File: src/rtl/display_pkg.sv
// Shared types and constants for the display data sequencer and its divider.
package display_pkg;

  localparam int NUM_W = 27;
  localparam int DEN_W = 20;
  localparam int PCT_W = 7;

  localparam logic [23:0] ADC_MIN_DEF = 24'd3000000;
  localparam logic [23:0] ADC_MAX_DEF = 24'd3900000;

  typedef logic [3:0] bcd_digit_t;

  typedef enum logic [2:0] {
    ST_IDLE,
    ST_ADC_WAIT,
    ST_TEMP_WAIT,
    ST_CALC,
    ST_DIV,
    ST_BCD,
    ST_PUBLISH
  } state_t;

  // One double-dabble iteration on {hundreds, tens, ones, binary[7:0]}.
  function automatic logic [19:0] dabble_step(input logic [19:0] v);
    logic [19:0] t;
    bcd_digit_t  d;
    t = v;
    for (int unsigned i = 0; i < 3; i++) begin
      d = t[8 + 4*i +: 4];
      if (d >= 4'd5) t[8 + 4*i +: 4] = d + 4'd3;
    end
    return {t[18:0], 1'b0};
  endfunction

endpackage

File: src/rtl/restoring_div.sv
// Multi-cycle restoring divider: one quotient bit per clock, NUM_W steps after start.
module restoring_div #(
  parameter int NUM_W = 27,
  parameter int DEN_W = 20
) (
  input  logic             clk,
  input  logic             rst_n,
  input  logic             start,
  input  logic [NUM_W-1:0] num,
  input  logic [DEN_W-1:0] den,
  output logic             done,
  output logic [NUM_W-1:0] quotient
);

  localparam int CNT_W = $clog2(NUM_W + 1);

  logic [NUM_W-1:0] quo_q, quo_d;
  logic [DEN_W-1:0] rem_q, rem_d;
  logic [DEN_W-1:0] den_q, den_d;
  logic [CNT_W-1:0] cnt_q, cnt_d;
  logic             busy_q, busy_d;

  logic [DEN_W:0]   shifted;
  logic [DEN_W+1:0] trial;

  always_comb begin
    shifted = {rem_q, quo_q[NUM_W-1]};
    trial   = {1'b0, shifted} - {2'b00, den_q};
    quo_d   = quo_q;
    rem_d   = rem_q;
    den_d   = den_q;
    cnt_d   = cnt_q;
    busy_d  = busy_q;
    if (start) begin
      quo_d  = num;
      rem_d  = '0;
      den_d  = den;
      cnt_d  = '0;
      busy_d = 1'b1;
    end else if (busy_q) begin
      // Partial remainder stays below den, so DEN_W bits always suffice.
      if (!trial[DEN_W+1]) begin
        rem_d = trial[DEN_W-1:0];
        quo_d = {quo_q[NUM_W-2:0], 1'b1};
      end else begin
        rem_d = shifted[DEN_W-1:0];
        quo_d = {quo_q[NUM_W-2:0], 1'b0};
      end
      cnt_d = cnt_q + 1'b1;
      if (cnt_q == CNT_W'(NUM_W - 1)) busy_d = 1'b0;
    end
  end

  always_ff @(posedge clk or negedge rst_n) begin
    if (!rst_n) begin
      quo_q  <= '0;
      rem_q  <= '0;
      den_q  <= '0;
      cnt_q  <= '0;
      busy_q <= 1'b0;
    end else begin
      quo_q  <= quo_d;
      rem_q  <= rem_d;
      den_q  <= den_d;
      cnt_q  <= cnt_d;
      busy_q <= busy_d;
    end
  end

  // High while the final quotient bit is being produced; quotient is final after this edge.
  assign done     = busy_q && (cnt_q == CNT_W'(NUM_W - 1));
  assign quotient = quo_q;

endmodule

File: src/rtl/display_data_sequencer.sv
// Periodic ADC/temperature sampler: handshake capture, divide to percent, BCD, atomic publish.
module display_data_sequencer
  import display_pkg::*;
#(
  parameter int          REFRESH_CYCLES = 10_000_000,
  parameter int          TIMEOUT_CYCLES = 1_000_000,
  parameter logic [23:0] ADC_MIN        = ADC_MIN_DEF,
  parameter logic [23:0] ADC_MAX        = ADC_MAX_DEF
) (
  input  logic        CLK100MHZ,
  input  logic        CPU_RESETN,
  output logic        adc_req,
  input  logic        adc_ack,
  input  logic [23:0] adc_value,
  output logic        temp_req,
  input  logic        temp_ack,
  input  logic [7:0]  temp_data,
  output logic [11:0] pct_bcd,
  output logic [7:0]  temp_bcd,
  output logic        data_valid,
  output logic [1:0]  stale
);

  localparam int REF_W = $clog2(REFRESH_CYCLES + 1);
  localparam int TMO_W = $clog2(TIMEOUT_CYCLES + 1);

  state_t           state_q, state_d;
  logic [REF_W-1:0] ref_q, ref_d;
  logic             pending_q, pending_d;
  logic [TMO_W-1:0] tmo_q, tmo_d;
  logic [23:0]      adc_q, adc_d;
  logic [7:0]       temp_q, temp_d;
  logic [1:0]       flags_q, flags_d;
  logic             clamp_lo_q, clamp_lo_d;
  logic             clamp_hi_q, clamp_hi_d;
  logic [2:0]       bcd_cnt_q, bcd_cnt_d;
  logic [19:0]      pct_sr_q, pct_sr_d;
  logic [15:0]      temp_sr_q, temp_sr_d;
  logic             adc_req_q, adc_req_d;
  logic             temp_req_q, temp_req_d;
  logic [11:0]      pct_bcd_q, pct_bcd_d;
  logic [7:0]       temp_bcd_q, temp_bcd_d;
  logic             data_valid_q, data_valid_d;
  logic [1:0]       stale_q, stale_d;

  logic             ref_wrap, tmo_last;
  logic [7:0]       pct_bin, temp_sat;
  logic             div_start, div_done;
  logic [NUM_W-1:0] div_num, div_quo;
  logic [DEN_W-1:0] div_den;

  assign div_start = (state_q == ST_CALC);
  assign div_num   = NUM_W'(adc_q - ADC_MIN) * NUM_W'(100);
  assign div_den   = DEN_W'(ADC_MAX - ADC_MIN);

  restoring_div #(
    .NUM_W (NUM_W),
    .DEN_W (DEN_W)
  ) u_div (
    .clk      (CLK100MHZ),
    .rst_n    (CPU_RESETN),
    .start    (div_start),
    .num      (div_num),
    .den      (div_den),
    .done     (div_done),
    .quotient (div_quo)
  );

  always_comb begin
    state_d      = state_q;
    pending_d    = pending_q;
    tmo_d        = tmo_q;
    adc_d        = adc_q;
    temp_d       = temp_q;
    flags_d      = flags_q;
    clamp_lo_d   = clamp_lo_q;
    clamp_hi_d   = clamp_hi_q;
    bcd_cnt_d    = bcd_cnt_q;
    pct_sr_d     = pct_sr_q;
    temp_sr_d    = temp_sr_q;
    adc_req_d    = adc_req_q;
    temp_req_d   = temp_req_q;
    pct_bcd_d    = pct_bcd_q;
    temp_bcd_d   = temp_bcd_q;
    data_valid_d = 1'b0;
    stale_d      = stale_q;

    ref_wrap = (ref_q == REF_W'(REFRESH_CYCLES - 1));
    ref_d    = ref_wrap ? '0 : ref_q + 1'b1;
    tmo_last = (tmo_q == TMO_W'(TIMEOUT_CYCLES - 1));

    // Out-of-range quotient bits only occur when clamped; treat them as full scale.
    if (clamp_hi_q || (|div_quo[NUM_W-1:PCT_W])) pct_bin = 8'd100;
    else if (clamp_lo_q)                         pct_bin = 8'd0;
    else                                         pct_bin = {1'b0, div_quo[PCT_W-1:0]};
    temp_sat = (temp_q > 8'd99) ? 8'd99 : temp_q;

    case (state_q)
      ST_IDLE: begin
        if (pending_q) begin
          pending_d = 1'b0;
          adc_req_d = 1'b1;
          tmo_d     = '0;
          state_d   = ST_ADC_WAIT;
        end
      end
      ST_ADC_WAIT: begin
        if (adc_ack || tmo_last) begin
          if (adc_ack) adc_d = adc_value;
          flags_d[0] = !adc_ack;
          adc_req_d  = 1'b0;
          temp_req_d = 1'b1;
          tmo_d      = '0;
          state_d    = ST_TEMP_WAIT;
        end else begin
          tmo_d = tmo_q + 1'b1;
        end
      end
      ST_TEMP_WAIT: begin
        if (temp_ack || tmo_last) begin
          if (temp_ack) temp_d = temp_data;
          flags_d[1] = !temp_ack;
          temp_req_d = 1'b0;
          state_d    = ST_CALC;
        end else begin
          tmo_d = tmo_q + 1'b1;
        end
      end
      ST_CALC: begin
        clamp_lo_d = (adc_q <= ADC_MIN);
        clamp_hi_d = (adc_q >= ADC_MAX);
        state_d    = ST_DIV;
      end
      ST_DIV: begin
        if (div_done) begin
          bcd_cnt_d = '0;
          state_d   = ST_BCD;
        end
      end
      ST_BCD: begin
        // First step loads the binary operands and shifts in the same cycle.
        pct_sr_d  = dabble_step((bcd_cnt_q == '0) ? {12'h000, pct_bin} : pct_sr_q);
        temp_sr_d = 16'(dabble_step({4'h0, (bcd_cnt_q == '0) ? {8'h00, temp_sat} : temp_sr_q}));
        bcd_cnt_d = bcd_cnt_q + 1'b1;
        if (bcd_cnt_q == 3'd7) state_d = ST_PUBLISH;
      end
      ST_PUBLISH: begin
        pct_bcd_d    = pct_sr_q[19:8];
        temp_bcd_d   = temp_sr_q[15:8];
        stale_d      = flags_q;
        data_valid_d = 1'b1;
        state_d      = ST_IDLE;
      end
      default: state_d = ST_IDLE;
    endcase

    if (ref_wrap) pending_d = 1'b1;
  end

  always_ff @(posedge CLK100MHZ or negedge CPU_RESETN) begin
    if (!CPU_RESETN) begin
      state_q      <= ST_IDLE;
      ref_q        <= '0;
      pending_q    <= 1'b1;
      tmo_q        <= '0;
      adc_q        <= '0;
      temp_q       <= '0;
      flags_q      <= '0;
      clamp_lo_q   <= 1'b0;
      clamp_hi_q   <= 1'b0;
      bcd_cnt_q    <= '0;
      pct_sr_q     <= '0;
      temp_sr_q    <= '0;
      adc_req_q    <= 1'b0;
      temp_req_q   <= 1'b0;
      pct_bcd_q    <= '0;
      temp_bcd_q   <= '0;
      data_valid_q <= 1'b0;
      stale_q      <= '0;
    end else begin
      state_q      <= state_d;
      ref_q        <= ref_d;
      pending_q    <= pending_d;
      tmo_q        <= tmo_d;
      adc_q        <= adc_d;
      temp_q       <= temp_d;
      flags_q      <= flags_d;
      clamp_lo_q   <= clamp_lo_d;
      clamp_hi_q   <= clamp_hi_d;
      bcd_cnt_q    <= bcd_cnt_d;
      pct_sr_q     <= pct_sr_d;
      temp_sr_q    <= temp_sr_d;
      adc_req_q    <= adc_req_d;
      temp_req_q   <= temp_req_d;
      pct_bcd_q    <= pct_bcd_d;
      temp_bcd_q   <= temp_bcd_d;
      data_valid_q <= data_valid_d;
      stale_q      <= stale_d;
    end
  end

  assign adc_req    = adc_req_q;
  assign temp_req   = temp_req_q;
  assign pct_bcd    = pct_bcd_q;
  assign temp_bcd   = temp_bcd_q;
  assign data_valid = data_valid_q;
  assign stale      = stale_q;

endmodule

File: config.mk
export PLATFORM = sky130hd
export DESIGN_NAME = display_data_sequencer
export DESIGN_NICKNAME = d
export VERILOG_FILES = /design/src/rtl/display_pkg.sv /design/src/rtl/restoring_div.sv /design/src/rtl/display_data_sequencer.sv
export SDC_FILE = /design/constraint.sdc
export NUM_CORES = 1
export LEC_CHECK = 0
export CAP_MARGIN = 20
export CORE_MARGIN = 2
export CORE_UTILIZATION = 35
export CTS_CLUSTER_SIZE = 12
export DETAILED_ROUTE_END_ITERATION = 8
export SLEW_MARGIN = 15
export SYNTH_ARGS = -nofsm -noshare
export SYNTH_HDL_FRONTEND = slang
export SYNTH_HIERARCHICAL = 1
export SYNTH_SLANG_ARGS = --single-unit
File: constraint.sdc
create_clock -name CLK100MHZ -period 6.1 [get_ports CLK100MHZ]
set_input_delay 1.83 -clock CLK100MHZ [delete_from_list [all_inputs] [get_ports CLK100MHZ]]
set_output_delay 1.83 -clock CLK100MHZ [all_outputs]
set_load 0.1 [all_outputs]
==> impl_metrics.py <==
metrics = {
    "detailed_routing": {
        "route.final.wire_length_um": 29000,
        "vias_per_cell": 5.01,
        "drt_iter0_markers": 500,
        "first_pass_iters": 5,
        "wl_per_cell_um": 13.8,
        "drtAntennaViolNets": 0,
        "route.vias.total": 10560,
        "post-route-drc-count": 0,
    },
    "sta": {
        "final.min_clock_period_ns": 4.67,
        "finalSetupViolCount": 0,
        "slew_violations": 0,
        "post-route-period-util_pct": 76.5,
        "fmax_ghz": 0.214,
        "relSlewSlack_pct": 30.8,
        "worst_pin_slew_ns": 1.04,
        "rsz_0062_raised_after_global_routing": "no",
        "final.setup_skew_ns": 0.0109,
        "setup_tns_final_ns": 0,
        "final-hold-violation-count": 0,
    },
    "clock_network": {
        "cts_setup_buffers": 0,
        "cts-root-to-sink-buffers": 3,
        "hold_buf_count_cts": 0,
        "tritoncts_num_sinks": 219,
        "cts.repair.resized": 0,
        "tritoncts": "done",
        "numCtsBuffers": 26,
        "clk-insertion-delay-late_ns": 0.55,
        "clock_pin_transition_on_the_worst_setup_and_hold_timing_paths_ns": 0.06,
        "h-tree-depth": 1,
        "cts-root-buf": "sky130_fd_sc_hd__clkbuf_16",
    },
    "synthesis": {
        "count_of_synthesis_stage_warnings_from_yosys": 6,
        "synthesis.instances": 1513,
        "post-synth-top-count-cell": "sky130_fd_sc_hd__dfrtp_1",
        "ys_ff_latch": 219,
        "netlist.top_cell.by_area": "sky130_fd_sc_hd__dfrtp_1",
        "avgSynthCellArea_sq_um": 9.32,
        "dominantRegCellSynth": "sky130_fd_sc_hd__dfrtp_1",
        "synth_top_cells_by_count": "sky130_fd_sc_hd__dfrtp_1 (218), sky130_fd_sc_hd__nand2_1 (175), sky130_fd_sc_hd__inv_1 (144)",
        "yosysTopAreaCellShare_pct": 38.7,
        "async_reset_ff_share_pct": 100,
        "syn_area_sq_um": 14100,
        "seq_area_frac_synth_pct": 38.9,
        "ys_types": 90,
        "synth-edff-count": 0,
        "yosys-top-cells-area": "sky130_fd_sc_hd__dfrtp_1 (39%), sky130_fd_sc_hd__ha_1 (9.2%), sky130_fd_sc_hd__nand2_1 (4.7%)",
    },
    "layout": {
        "final.fill_count": 3946,
        "num-nets-final": 1724,
        "antenna-diode-count": 0,
        "area_growth_pct": 13.9,
        "proportion_of_layout_cells_with_a_drive_suffix_above_1_pct": 8.15,
    },
    "place": {
        "portBuffers": 60,
        "routabilityCongestion": 0.855,
        "place.detailed.hpwl_um": 20300,
    },
    "global_route": {
        "globalRoute.totalOverflow": 0,
        "use_met3_pct": 2.21,
        "first_global_vias": 10665,
        "grt.met2_usage_pct": 23.8,
        "most_used_layer_global_route": "met2",
        "grt_use_met1_pct": 19.5,
        "pin_count_of_the_biggest_net_entering_global_routing": 137,
        "antenna_violations_before_repair": 0,
        "wire_length_of_the_first_global_routing_pass_um": 50900,
        "grt_usage_pct": 14.3,
    },
    "critical_path": {
        "cp.required_ns": 6.50,
        "critical_path.max_fanout": 8,
        "crit_path_launch_type": "register",
        "cp_slowest_stage_delay_ns": 0.60,
        "critical_path_class": "register to register",
        "critPathMostFrequentCell": "sky130_fd_sc_hd__ha_1",
        "timing.critical_path.arrival_ns": 5.06,
        "crit_path_cell_trace": "a21oi_1, nor2_1, o21ai_0, xnor2_1, ha_1, ha_1, inv_1, fa_1, inv_1, ha_1, a21oi_1, o21bai_1, nor4b_1, o31ai_1, xnor2_1, nand2_1, o21ai_0",
        "setup.worst_path.end_class": "register",
        "critical-path-slowest-cell": "sky130_fd_sc_hd__nor4b_1",
    },
    "floorplanning": {
        "die_width_um": 205,
        "die_h_um": 205,
        "count_of_boundary_i_o_pins": 61,
        "std_cell_rows": 73,
        "core_area_sq_um": 39700,
        "start_util_pct": 35.5,
        "floorplan.die_area_sq_um": 41900,
    },
    "flow_run": {
        "max_cap_violations": 0,
    },
    "min_path": {
        "hold_path.class": "register to register",
    },
    "outcome": {
        "status": "complete, no violations",
    },
}
path summary, 6_finish.rpt:
| path | from | endpoint | slack (ns) | cells past startpoint |
|---|---|---|---|---|
| min in group asynchronous | CPU_RESETN | adc_q[22] | 1.20 | 1 |
| worst max register to register | adc_q[6] | u_div/quotient[26] | 1.43 | 17 |
| max in group asynchronous | CPU_RESETN | u_div/rem_q[19] | 4.08 | 2 |
| worst max-delay path | adc_q[6] | u_div/quotient[26] | 1.43 | 17 |
| worst min-delay path | ref_q[0] | ref_q[0] | 0.46 | 1 |
| worst min register to register | ref_q[0] | ref_q[0] | 0.46 | 1 |
layer usage:
layer / share of wire [%] / routed length, um
met5: 0 / 0
met2: 46 / 13400
met3: 3.8 / 1120
met4: 2.1 / 605
met1: 48 / 14000
sequential cells by signal (all words and copies together) (netlist names), 2 cells and up:
register,flops
adc_q,24
bcd_cnt_q,3
flags_q,2
pct_bcd,12
pct_sr_q,19
ref_q,24
stale,2
state_q,3
temp_bcd,8
temp_q,8
temp_sr_q,15
tmo_q,20
u_div/cnt_q,5
u_div/den_q,20
u_div/quotient,27
u_div/rem_q,20
critical path: cells and delay by family, from the launching register on:
kind | cells | cell delay, ns
adders and majority gates | 4 | 1.44
and+or+nand+nor | 3 | 1.07
AOI/OAI and AO/OA | 6 | 0.99
DFF | 1 | 0.53
xor gates and xnor gates | 2 | 0.42
buffers and inverters | 2 | 0.09
logic make-up (layout without fill, tap and decap cells):
group,Yosys count,count (layout),synth area share (%)
AO/OA/AOI/OAI,341,341,15.5
multiplexers,79,79,6.05
XOR/XNOR,97,97,6.25
flip-flops,219,219,38.9
AND/OR/NAND/NOR,439,439,14.8
other,2,22,0.0532
buffers and inverters,212,261,6.45
adder cells (fa/ha/maj),124,124,12.1
metrics by stage:
| step | utilization [%] | instance area (sq um) | hold slack [ns] | cells | setup slack (ns) |
|---|---|---|---|---|---|
| 2_1_floorplan | - | 14200 | 0.425 | 1533 | 1.96 |
| 3_3_place_gp | 38.2 | 15200 | 0.444 | 2058 | 1.57 |
| 3_5_place_dp | 38.2 | 15200 | 0.451 | 2058 | 1.41 |
| 4_1_cts | 40.3 | 16000 | 0.459 | 2104 | 1.39 |
| 5_1_grt | 40.4 | 16100 | 0.488 | 2107 | 1.00 |
| 6_report | 40.4 | 16100 | 0.458 | 2107 | 1.43 |
cells in the final DEF (no fill, tap or decap), drive strengths merged, types with 20 or more instances in the layout:
cell and n:
xor2 29, xnor2 67, inv 143, a21oi 63
clkdlybuf4s50 59, nor2 101, mux2i 29, ha 104
conb 22, o21ai 133, nand2 175, mux2 50
dfrtp 218, clkbuf 35, fa 20, nand3 34
cell type report:
type                            count  area, sq um  share of cell area (%)
Tap cell                          525          657                    4.09
Inverter                          145          546                    3.40
Clock inverter                     11          121                   0.756
Multi-Input combinational cell   1102         7800                    48.6
Sequential cell                   219         5480                    34.1
Timing Repair Buffer               70          728                    4.53
Clock buffer                       35          724                    4.51
Power is left out: the tool's default activity adds up to more than one toggle a clock period on the data nets, which glitch-free logic cannot reach.
